$ cat config.mk
export PLATFORM = sky130hd
export DESIGN_NAME = trace_capture
export DESIGN_NICKNAME = d
export VERILOG_FILES = /design/src/rtl/trace_capture.sv
export SDC_FILE = /design/constraint.sdc
export NUM_CORES = 1
export LEC_CHECK = 0
export ABC_AREA = 1
export CAP_MARGIN = 20
export CORE_MARGIN = 8
export CORE_UTILIZATION = 50
export CTS_CLUSTER_SIZE = 20
export DETAILED_ROUTE_END_ITERATION = 6
export HOLD_SLACK_MARGIN = 0.12
export PLACE_DENSITY = 0.67
export SLEW_MARGIN = 0
export SYNTH_ARGS = -nofsm -noshare
export SYNTH_HDL_FRONTEND = slang
export SYNTH_SLANG_ARGS = --single-unit
$ cat constraint.sdc
create_clock -name clk -period 6.15 [get_ports clk]
set_clock_uncertainty 0.15 [all_clocks]
set_input_delay 1.23 -clock clk [delete_from_list [all_inputs] [get_ports clk]]
set_output_delay 1.23 -clock clk [all_outputs]
set_load 0.02 [all_outputs]
$ cat src/rtl/trace_capture.sv
// Instruction trace capture. A circular record buffer with wrap, stop-on-full and
// PC-trigger modes. After capture completes, the buffer is drained oldest-first.
//
// state | meaning
// IDLE  | waiting for cap_en
// CAPT  | recording committed instructions
// POST  | recording the post-trigger window
// DONE  | capture frozen; buffer drained through rd_*
module trace_capture #(
  parameter int XLEN      = 32,
  parameter int DEPTH     = 16,
  parameter int POST_TRIG = 4
) (
  input  logic                    clk,
  input  logic                    rst_n,
  input  logic                    clr,
  input  logic                    cap_en,
  input  logic [1:0]              mode,
  input  logic [XLEN-1:0]         trig_pc,
  input  logic                    commit,
  input  logic [XLEN-1:0]         pc,
  input  logic                    wb_en,
  input  logic [4:0]              wb_addr,
  input  logic [XLEN-1:0]         wb_data,
  output logic                    rd_valid,
  input  logic                    rd_ready,
  output logic [XLEN-1:0]         rd_pc,
  output logic                    rd_wben,
  output logic [4:0]              rd_wbaddr,
  output logic [XLEN-1:0]         rd_wbdata,
  output logic [$clog2(DEPTH):0]  count,
  output logic [1:0]              state,
  output logic                    overflow,
  output logic                    triggered
);

  localparam int AW = $clog2(DEPTH);
  localparam int CW = AW + 1;
  localparam int RW = 2 * XLEN + 6;

  typedef enum logic [1:0] {
    S_IDLE = 2'b00,
    S_CAPT = 2'b01,
    S_POST = 2'b10,
    S_DONE = 2'b11
  } state_t;

  state_t        st;
  logic [AW-1:0] wr_ptr, rd_ptr, post_cnt;
  logic [RW-1:0] mem [DEPTH];
  logic [RW-1:0] rec_w, rec_r;
  logic [1:0]    mode_eff;
  logic          full, last_slot, capturing, stop_full, do_wr, trig_hit, do_pop;

  assign state     = st;
  assign mode_eff  = (mode == 2'b11) ? 2'b00 : mode;
  assign full      = (count == CW'(DEPTH));
  assign last_slot = (count == CW'(DEPTH - 1));
  assign capturing = (st == S_CAPT) || (st == S_POST);
  // stop-on-full that finds the buffer already full (filled under wrap mode) ends without writing
  assign stop_full = (st == S_CAPT) && (mode_eff == 2'b01) && full;
  assign do_wr     = !clr && capturing && cap_en && commit && !stop_full;
  assign trig_hit  = (st == S_CAPT) && (mode_eff == 2'b10) && (pc == trig_pc);
  assign rd_valid  = (st == S_DONE) && (count != '0);
  assign do_pop    = !clr && rd_valid && rd_ready;

  assign rec_w = {pc, wb_en, (wb_en ? wb_addr : 5'd0), (wb_en ? wb_data : {XLEN{1'b0}})};

  always_ff @(posedge clk) begin
    if (do_wr) mem[wr_ptr] <= rec_w;
  end

  assign rec_r     = mem[rd_ptr];
  assign rd_pc     = rd_valid ? rec_r[RW-1 -: XLEN] : '0;
  assign rd_wben   = rd_valid & rec_r[XLEN+5];
  assign rd_wbaddr = rd_valid ? rec_r[XLEN+4 -: 5] : 5'd0;
  assign rd_wbdata = rd_valid ? rec_r[XLEN-1:0] : '0;

  always_ff @(posedge clk or negedge rst_n) begin
    if (!rst_n) begin
      st        <= S_IDLE;
      wr_ptr    <= '0;
      rd_ptr    <= '0;
      count     <= '0;
      post_cnt  <= '0;
      overflow  <= 1'b0;
      triggered <= 1'b0;
    end else if (clr) begin
      st        <= S_IDLE;
      wr_ptr    <= '0;
      rd_ptr    <= '0;
      count     <= '0;
      post_cnt  <= '0;
      overflow  <= 1'b0;
      triggered <= 1'b0;
    end else begin
      if (do_wr) begin
        wr_ptr <= wr_ptr + AW'(1);
        if (full) begin
          rd_ptr   <= rd_ptr + AW'(1);
          overflow <= 1'b1;
        end else begin
          count <= count + CW'(1);
        end
      end
      if (do_pop) begin
        rd_ptr <= rd_ptr + AW'(1);
        count  <= count - CW'(1);
      end
      case (st)
        S_IDLE: begin
          if (cap_en) begin
            st        <= S_CAPT;
            wr_ptr    <= '0;
            rd_ptr    <= '0;
            count     <= '0;
            post_cnt  <= '0;
            overflow  <= 1'b0;
            triggered <= 1'b0;
          end
        end
        S_CAPT: begin
          if (!cap_en || (commit && stop_full)) begin
            st <= S_DONE;
          end else if (commit) begin
            if (mode_eff == 2'b01 && last_slot) begin
              st <= S_DONE;
            end else if (trig_hit) begin
              triggered <= 1'b1;
              post_cnt  <= AW'(POST_TRIG);
              st        <= (POST_TRIG == 0) ? S_DONE : S_POST;
            end
          end
        end
        S_POST: begin
          if (!cap_en) begin
            st <= S_DONE;
          end else if (commit) begin
            post_cnt <= post_cnt - AW'(1);
            if (post_cnt == AW'(1)) st <= S_DONE;
          end
        end
        S_DONE: ;
        default: st <= S_IDLE;
      endcase
    end
  end

endmodule
# Word-level counts from Yosys, hierarchy flattened
# Memories as Yosys holds them, arrays and structs flattened.
# Index checks and enable logic that the tools add are counted.
totals:
  regBits: 21
  ramBits: 1120
  inputBits: 110
  word_cells: 115
  n_memories: 1
memory_table:
  columns: ["memory", "depth", "width", "rd", "rd_clocked_by_memory_dff", "write_ports", "line", "rtl"]
  rows:
  - ["mem", 16, 70, 1, 0, 1, "50", "logic [RW-1:0] mem [DEPTH];"]
classes:
  n_addsub: 5
  eq_ne: 21
  n_mux: 55
  n_bitwise: 1
  reduce_logical: 25
op_table:
  columns: ["operator", "n"]
  rows:
  - ["2-to-1 mux 32 bit", 3]
  - ["2-to-1 mux 4 bit", 18]
  - ["2-to-1 mux 5 bit", 8]
  - ["equality test 32 bit", 1]
  - ["inequality test 3 bit, second input constant", 7]
  - ["2-to-1 mux 2 bit", 10]
  - ["logical AND 1 bit", 13]
  - ["2-to-1 mux 1 bit", 13]
  - ["one-hot mux 4 bit (3 select lines)", 1]
  - ["AND reduction 6 bit", 2]
  - ["adder 4 x 1 -> 4 bit, second input constant", 2]
  - ["equality test 2 bit, second input constant", 4]
  - ["inequality test 4 x 3 -> 1 bit, second input constant", 2]
  - ["AND reduction 8 bit", 1]
  - ["one-hot mux 2 bit (3 select lines)", 1]
  - ["adder 5 x 1 -> 5 bit, second input constant", 1]
  - ["equality test 5 x 4 -> 1 bit, second input constant", 1]
  - ["equality test 5 bit, second input constant", 1]
  - ["inequality test 5 x 3 -> 1 bit, second input constant", 1]
  - ["nonzero test 5 bit", 1]
  - ["subtractor 5 x 1 -> 5 bit, second input constant", 1]
  - ["equality test 2 x 1 -> 1 bit, second input constant", 2]
  - ["equality test 4 x 1 -> 1 bit, second input constant", 1]
  - ["inequality test 4 bit, second input constant", 1]
  - ["8 further kinds", 11]

# Logic depth before layout (Yosys ltp)
# Gate-level depths: netlist of run 1.
logic_depth:
  ltp_word: 12
  ltp_mapped: 13
  depth_no_buf: 13

# Worst setup path after synthesis of run 1
# Ideal clock, no wire load.
synth_path:
  path_kind: "input to register"
  startpoint: "in clr"
  endpoint: "mem mem[0][0] in the netlist's numbering (enable)"
  setup_ps: 498
  arrival_time_ps: 4933
  setup_slack_ps: 569
  cell_stages: 8
  n_path_buf: 1
  path_cell_list: "inv_2 nand2_1 nor3_1 nand2_1 inv_2 buf_2 nand2_1 nor2_1"
synth_via:
  elab_chain_len: 7
synth_lines:
  columns: ["element", "line", "rtl"]
  rows:
  - ["start, declared", "16", "input logic clr,"]
  - ["zero test 1 bit", "62", "assign do_wr = !clr && capturing && cap_en && commit && !stop_full;"]
  - ["logical AND 1 bit (4 in a row)", "62", null]
  - ["2-to-1 mux 1 bit", "70", "if (do_wr) mem[wr_ptr] <= rec_w;"]
  - ["2-to-1 mux 1 bit (implied by the code)", "70", null]
  - ["end, declared", "50", null]
# No other way between the ends.

# Final worst setup path of run 1
layout_path:
  startpoint: "reg rd_ptr[0]"
  endpoint: "out rd_pc[19]"
layout_via:
  elab_chain_len: 2
layout_lines:
  columns: ["element", "line", "rtl"]
  rows:
  - ["start, declared", "49", "logic [AW-1:0] wr_ptr, rd_ptr, post_cnt;"]
  - ["start signal, assigned", "100", "rd_ptr <= rd_ptr + AW'(1);"]
  - ["start signal, assigned", "107", "rd_ptr <= rd_ptr + AW'(1);"]
  - ["memory read (16 x 70 bit)", null, null]
  - ["2-to-1 mux 32 bit", "74", "assign rd_pc = rd_valid ? rec_r[RW-1 -: XLEN] : '0;"]
  - ["end, declared", "27", "output logic [XLEN-1:0] rd_pc,"]
# No other way between the ends.

==> run metrics, run 1 <==
Syn Area/Cell=13.4 µm²; ANT nets after route=0; Async SR Flop Fraction=1.84%; Die Width=318 µm; crit start category=register; Total GRT Usage=23.0%; RSZ-0062 raised after global routing=no; Total Power=16.0 mW; Post-Syn Instances=3,398; slew margin rel.=21.0%; clk root buf=clkbuf_16; Ports=190; CTS H-tree lvls=3; TritonRoute pass-1 iters=6; setup bufs post-CTS=0; Area Growth Syn to Fin=15.1%; clock latency on the worst-skew pair=670 ps; vias in the first global route=28,700; hold buffers post-CTS=0; Reg power frac=53.8%; fin crit share=91.0%; Psw=3.30 mW; fmax=0.179 GHz; drt initial violations=3,471; Warnings, synthesis=0; Hold Path Stages=2; worst setup margin=552 ps; clock buffer depth=3; final setup violation count=0; wire length of the first global-routing pass=180,000 µm; WP data required=4770 ps; min-delay worst type=reg -> reg; Die Y=318 µm; Layout Utilization=58.1%; WL final=121,000 µm; Final Critical Period=5600 ps; Pwr Density=306 mW/mm²; TritonCTS buffer count=112; # clock sinks=1,141; Comb pwr share=3.9%; fin area=0.0524 mm²; Clock power frac=42.3%; nets=3,656; routed len/inst=25.2 µm; Area after DPL=0.0487 mm²; largest net degree at the start of global routing=227; number of synthesized flops with an enable pin=1,120; Reg2Reg Depth=9; die area=0.101 mm²; total gr overflow=0; worst slack, placed=1460 ps; synth unique cells=32; Hold Violations, Final=0; row cnt=110; Vias/cell=6.10; WP data arrival=4220 ps; vias=29,300; Netlist Area Pre-Place=0.0455 mm²; Starting Density=50.5%; placed wire-length estimate=61,400 µm; outcome=finished, final reports clean; Critical Path End Type=output pin; initial antenna violation count=7; max-slew violation count=0; CTS resizes=0; Pint=12.7 mW; Slew @ Worst Pin=1190 ps; share of cells above drive strength 1=7.40%; Reg clk slew, reported paths=60 ps; setup TNS=0 ps; switching fraction of total power=20.6%; flops & latches, synth=1,141; CTS tree=built; peak supply drop=0.252 mV; placer congestion estimate=0.802; Max-cap violations=0; core area=0.0901 mm²; sequential cell area fraction in the yosys report=75.0%; DRC violations left=0; CP Max Fanout=226; Port Buffers=189; WS Path Type=reg -> out; Mapped Nets=3,523; Static Leak=17.1 nW; most used flip-flop cell after synthesis=edfxtp_1
[sequential cells by signal, summed over array words and instances, names as in the netlist]
name       cells
state          2
rd_ptr         4
wr_ptr         4
count          5
overflow       1
triggered      1
post_cnt       4
mem         1120
[worst max-delay path, cell delays in order (launching register included)]
cell and delay (ps):
dfrtp_4 780, buf_12 570, o21ai_0 250, o221ai_1 230, o211ai_1 150, a21oi_1 470
clkdlybuf4s50_1 710
[kinds of logic (layout without fill, tap and decap cells)]
group	count (synthesis)	in the layout	synth area share [%]
DFF	1141	1141	75.0
AOI/OAI and AO/OA	1026	1026	13.6
and+or+nand+nor	841	841	7.27
buffers and inverters	358	584	3.35
xor gates and xnor gates	17	17	0.327
adders and majority gates	15	15	0.412
other	0	5	0
[layer usage]
layer,global-route usage [%],up-vias,routed length [µm]
li1,-,13100,-
met1,31.6,14600,49700
met2,36.9,1363,56900
met3,4.80,226,11100
met4,7.69,4,3300
met5,0,-,25
[layout make-up]
cell class                      count  area (µm²)
Tap cell                         1176        1470
Clock buffer                      136        2890
Timing Repair Buffer              264        2710
Antenna cell                        5        12.5
Clock inverter                     71         736
Sequential cell                  1141       34200
Fill cell                        6827       37700
Multi-Input combinational cell   1899        9980
Inverter                          113         444
[power groups by stage]
stage | registers (mW) | logic, mW | clock network (mW)
floorplan | 8.80 | 0.315 | 0
global placement | 8.79 | 0.613 | 0
detailed placement | 8.79 | 0.621 | 0
CTS | 8.63 | 0.624 | 6.86
global route | 8.63 | 0.688 | 7.15
finish | 8.63 | 0.627 | 6.78
[synth_stat cells (11+ instances only)]
cell type / instances / area, µm²
buf_2: 51 / 255
nand4_1: 11 / 68.8
ha_1: 15 / 188
a21oi_1: 84 / 420
edfxtp_1: 1120 / 33600
o221ai_1: 200 / 1750
o22ai_1: 81 / 507
o211ai_1: 81 / 608
buf_4: 18 / 135
nand3_1: 78 / 390
o21ai_0: 566 / 2830
clkbuf_1: 163 / 612
dfrtp_1: 21 / 526
nor2_1: 602 / 2260
inv_1: 108 / 405
nand2_1: 137 / 514
[stage by stage]
| step | hold slack (ps) | instances |
|---|---|---|
| after floorplan | 315 | 3398 |
| after global placement | 324 | 4592 |
| after detailed placement | 317 | 4592 |
| after CTS | 329 | 4799 |
| after global routing | 340 | 4801 |
| final | 325 | 4805 |
[worst paths after layout]
path                            from         end  slack [ps]
max in group asynchronous      rst_n   rd_ptr[3]        4660
min in group asynchronous      rst_n    overflow         720
setup / recovery           rd_ptr[0]   rd_pc[19]         550
hold / removal             triggered   triggered         320
setup reg to reg            state[0]  mem[8][47]        2680
hold reg to reg            triggered   triggered         320
[layout by cell type (no fill, tap or decap), types with 78 or more instances in the layout]
cell and count:
a21oi_1 84, o22ai_1 81, nor2_1 586, edfxtp_1 1120, o211ai_1 81, clkbuf_16 112, nand3_1 78, o221ai_1 200
nand2_1 136, o21ai_0 566, inv_1 106, clkdlybuf4s50_1 188
(Power assumes the default switching activity.)
==> run 2, diff against run 1 <==
Settings changed: CORE_UTILIZATION 50 to 47, PLACE_DENSITY 0.67 to 0.63.
==> run 2 against run 1 <==
Net effect:
- non-clock buffer count down 21
- final area up 0.33%
- clock power up 3.4%
==> run metrics, run 2 (same netlist as run 1, synthesis figures left out) <==
Psw=3.29 mW; Starting Density=47.2%; Max-cap violations=0; Reg clk slew, reported paths=70 ps; share of cells above drive strength 1=7.21%; Critical Path End Type=output pin; hold buffers post-CTS=0; top flop regs=mem x1120, count x5; Clock power frac=43.1%; CTS H-tree lvls=3; switching fraction of total power=20.2%; grt met3 use=3.30%; Slew @ Worst Pin=1090 ps; TritonCTS buffer count=111; crit start category=register; slowest stage delay, CP=690 ps; core area=0.0964 mm²; WP data required=4770 ps; Worst Hold Path EP=triggered; CP Max Fanout=124; Final Critical Period=5320 ps; Hold Path Stages=2; Die Width=327 µm; Static Leak=17.1 nW; row cnt=114; Reg2Reg Depth=9; fin crit share=86.5%; Comb pwr share=3.8%; drt initial violations=3,142; crit path cell chain=inv_8 -> buf_4 -> o21ai_0 -> o221ai_1 -> nand3_1 -> a21oi_1 -> clkdlybuf4s50_1; commonest cells after routing, fill and taps aside=edfxtp_1, nor2_1, o21ai_0; clock buffer depth=3; CTS tree=built; clock latency on the worst-skew pair=680 ps; FF-to-FF setup slack=2630 ps; # clock sinks=1,141; Vias/cell=5.93; Reg power frac=53.1%; TritonRoute pass-1 iters=5; outcome=finished, final reports clean; fmax=0.188 GHz; slew margin rel.=27.0%; WP data arrival=3940 ps; max-slew violation count=0; vias=29,000; Die Y=327 µm; initial antenna violation count=4; ANT nets after route=0; die area=0.107 mm²; WS Path Type=reg -> out; peak supply drop=0.274 mV; vias in the first global route=28,500; placer congestion estimate=0.784; Pwr Density=309 mW/mm²; DRC violations left=0; clk root buf=clkbuf_16; commonest non-fill, non-tap cell in the layout=edfxtp_1; hold path startpoint=triggered; largest reg by FF count=mem; Total GRT Usage=21.6%; setup bufs post-CTS=0; routed len/inst=24.3 µm; min-delay worst type=reg -> reg; Area Growth Syn to Fin=15.5%; Port Buffers=189; Largest register FFs=1,120; final setup violation count=0; wire length of the first global-routing pass=178,000 µm; RSZ-0062 raised after global routing=no; Cells after DPL=4,672; global routing usage on met1=29.9%; Hold Violations, Final=0; CTS resizes=0; met2 Use GR=35.1%; Pint=13.0 mW; Ports=190; largest net degree at the start of global routing=227; WL final=119,000 µm; nets=3,634; Slowest-stage cell, CP=clkdlybuf4s50_1; placed wire-length estimate=58,700 µm; non-filler cells, final=4,885; worst r2r src=state[0]; setup TNS=0 ps; Most Crowded Layer GR=met2; total gr overflow=0; RR Endpoint=mem[5][40]
==> run 2: metal layers <==
metal / part of all wire, % / vias to the layer above
met5: 0.0076 / -
met2: 48 / 1084
li1: - / 13100
met1: 43 / 14700
met4: 2.7 / 2
met3: 6.9 / 176
==> run 2: worst max-delay path, delay by kind of cell (launching register included) <==
family	cells	cell delay, ps
compound gates	3	660
buf+inv	3	1720
flops	1	610
simple gates	1	140
==> run 2: worst max-delay path by stage <==
stage,to,slack [ps],from
after floorplan,mem[0][0],570,clr
after global placement,mem[14][18],1530,clr
after detailed placement,rd_wbdata[15],1560,rd_ptr[0]
after CTS,rd_wbdata[15],830,rd_ptr[0]
after global routing,rd_wbdata[20],630,rd_ptr[0]
final,rd_pc[6],830,rd_ptr[0]
==> run 2: area by class of cell <==
| class | instances | area [µm²] |
|---|---|---|
| fill | 7969 | 43800 |
| clock inverter | 71 | 769 |
| multi-input combinational | 1899 | 9980 |
| clock buffer | 139 | 3040 |
| timing repair buffer | 243 | 2580 |
| tap | 1276 | 1600 |
| inverter | 113 | 444 |
| sequential | 1141 | 34200 |
| antenna | 3 | 7.51 |
==> run 2: power groups by stage <==
stage | clock [mW] | sequential (mW) | combinational [mW]
final | 7.01 | 8.63 | 0.621
after global routing | 7.41 | 8.63 | 0.692
after CTS | 7.11 | 8.63 | 0.626
after detailed placement | 0 | 8.79 | 0.622
after global placement | 0 | 8.79 | 0.616
after floorplan | 0 | 8.80 | 0.315
==> run 2: stage by stage <==
stage | area (µm²) | total power, mW | utilization (%) | setup WS [ps] | hold WS (ps)
after global routing | 52600 | 16.7 | 54.5 | 634 | 402
after CTS | 52600 | 16.4 | 54.5 | 833 | 375
final | 52600 | 16.3 | 54.5 | 831 | 377
after detailed placement | 48800 | 9.41 | 50.6 | 1560 | 319
after global placement | 48800 | 9.41 | 50.6 | 1530 | 328
after floorplan | 45500 | 9.11 | - | 569 | 315
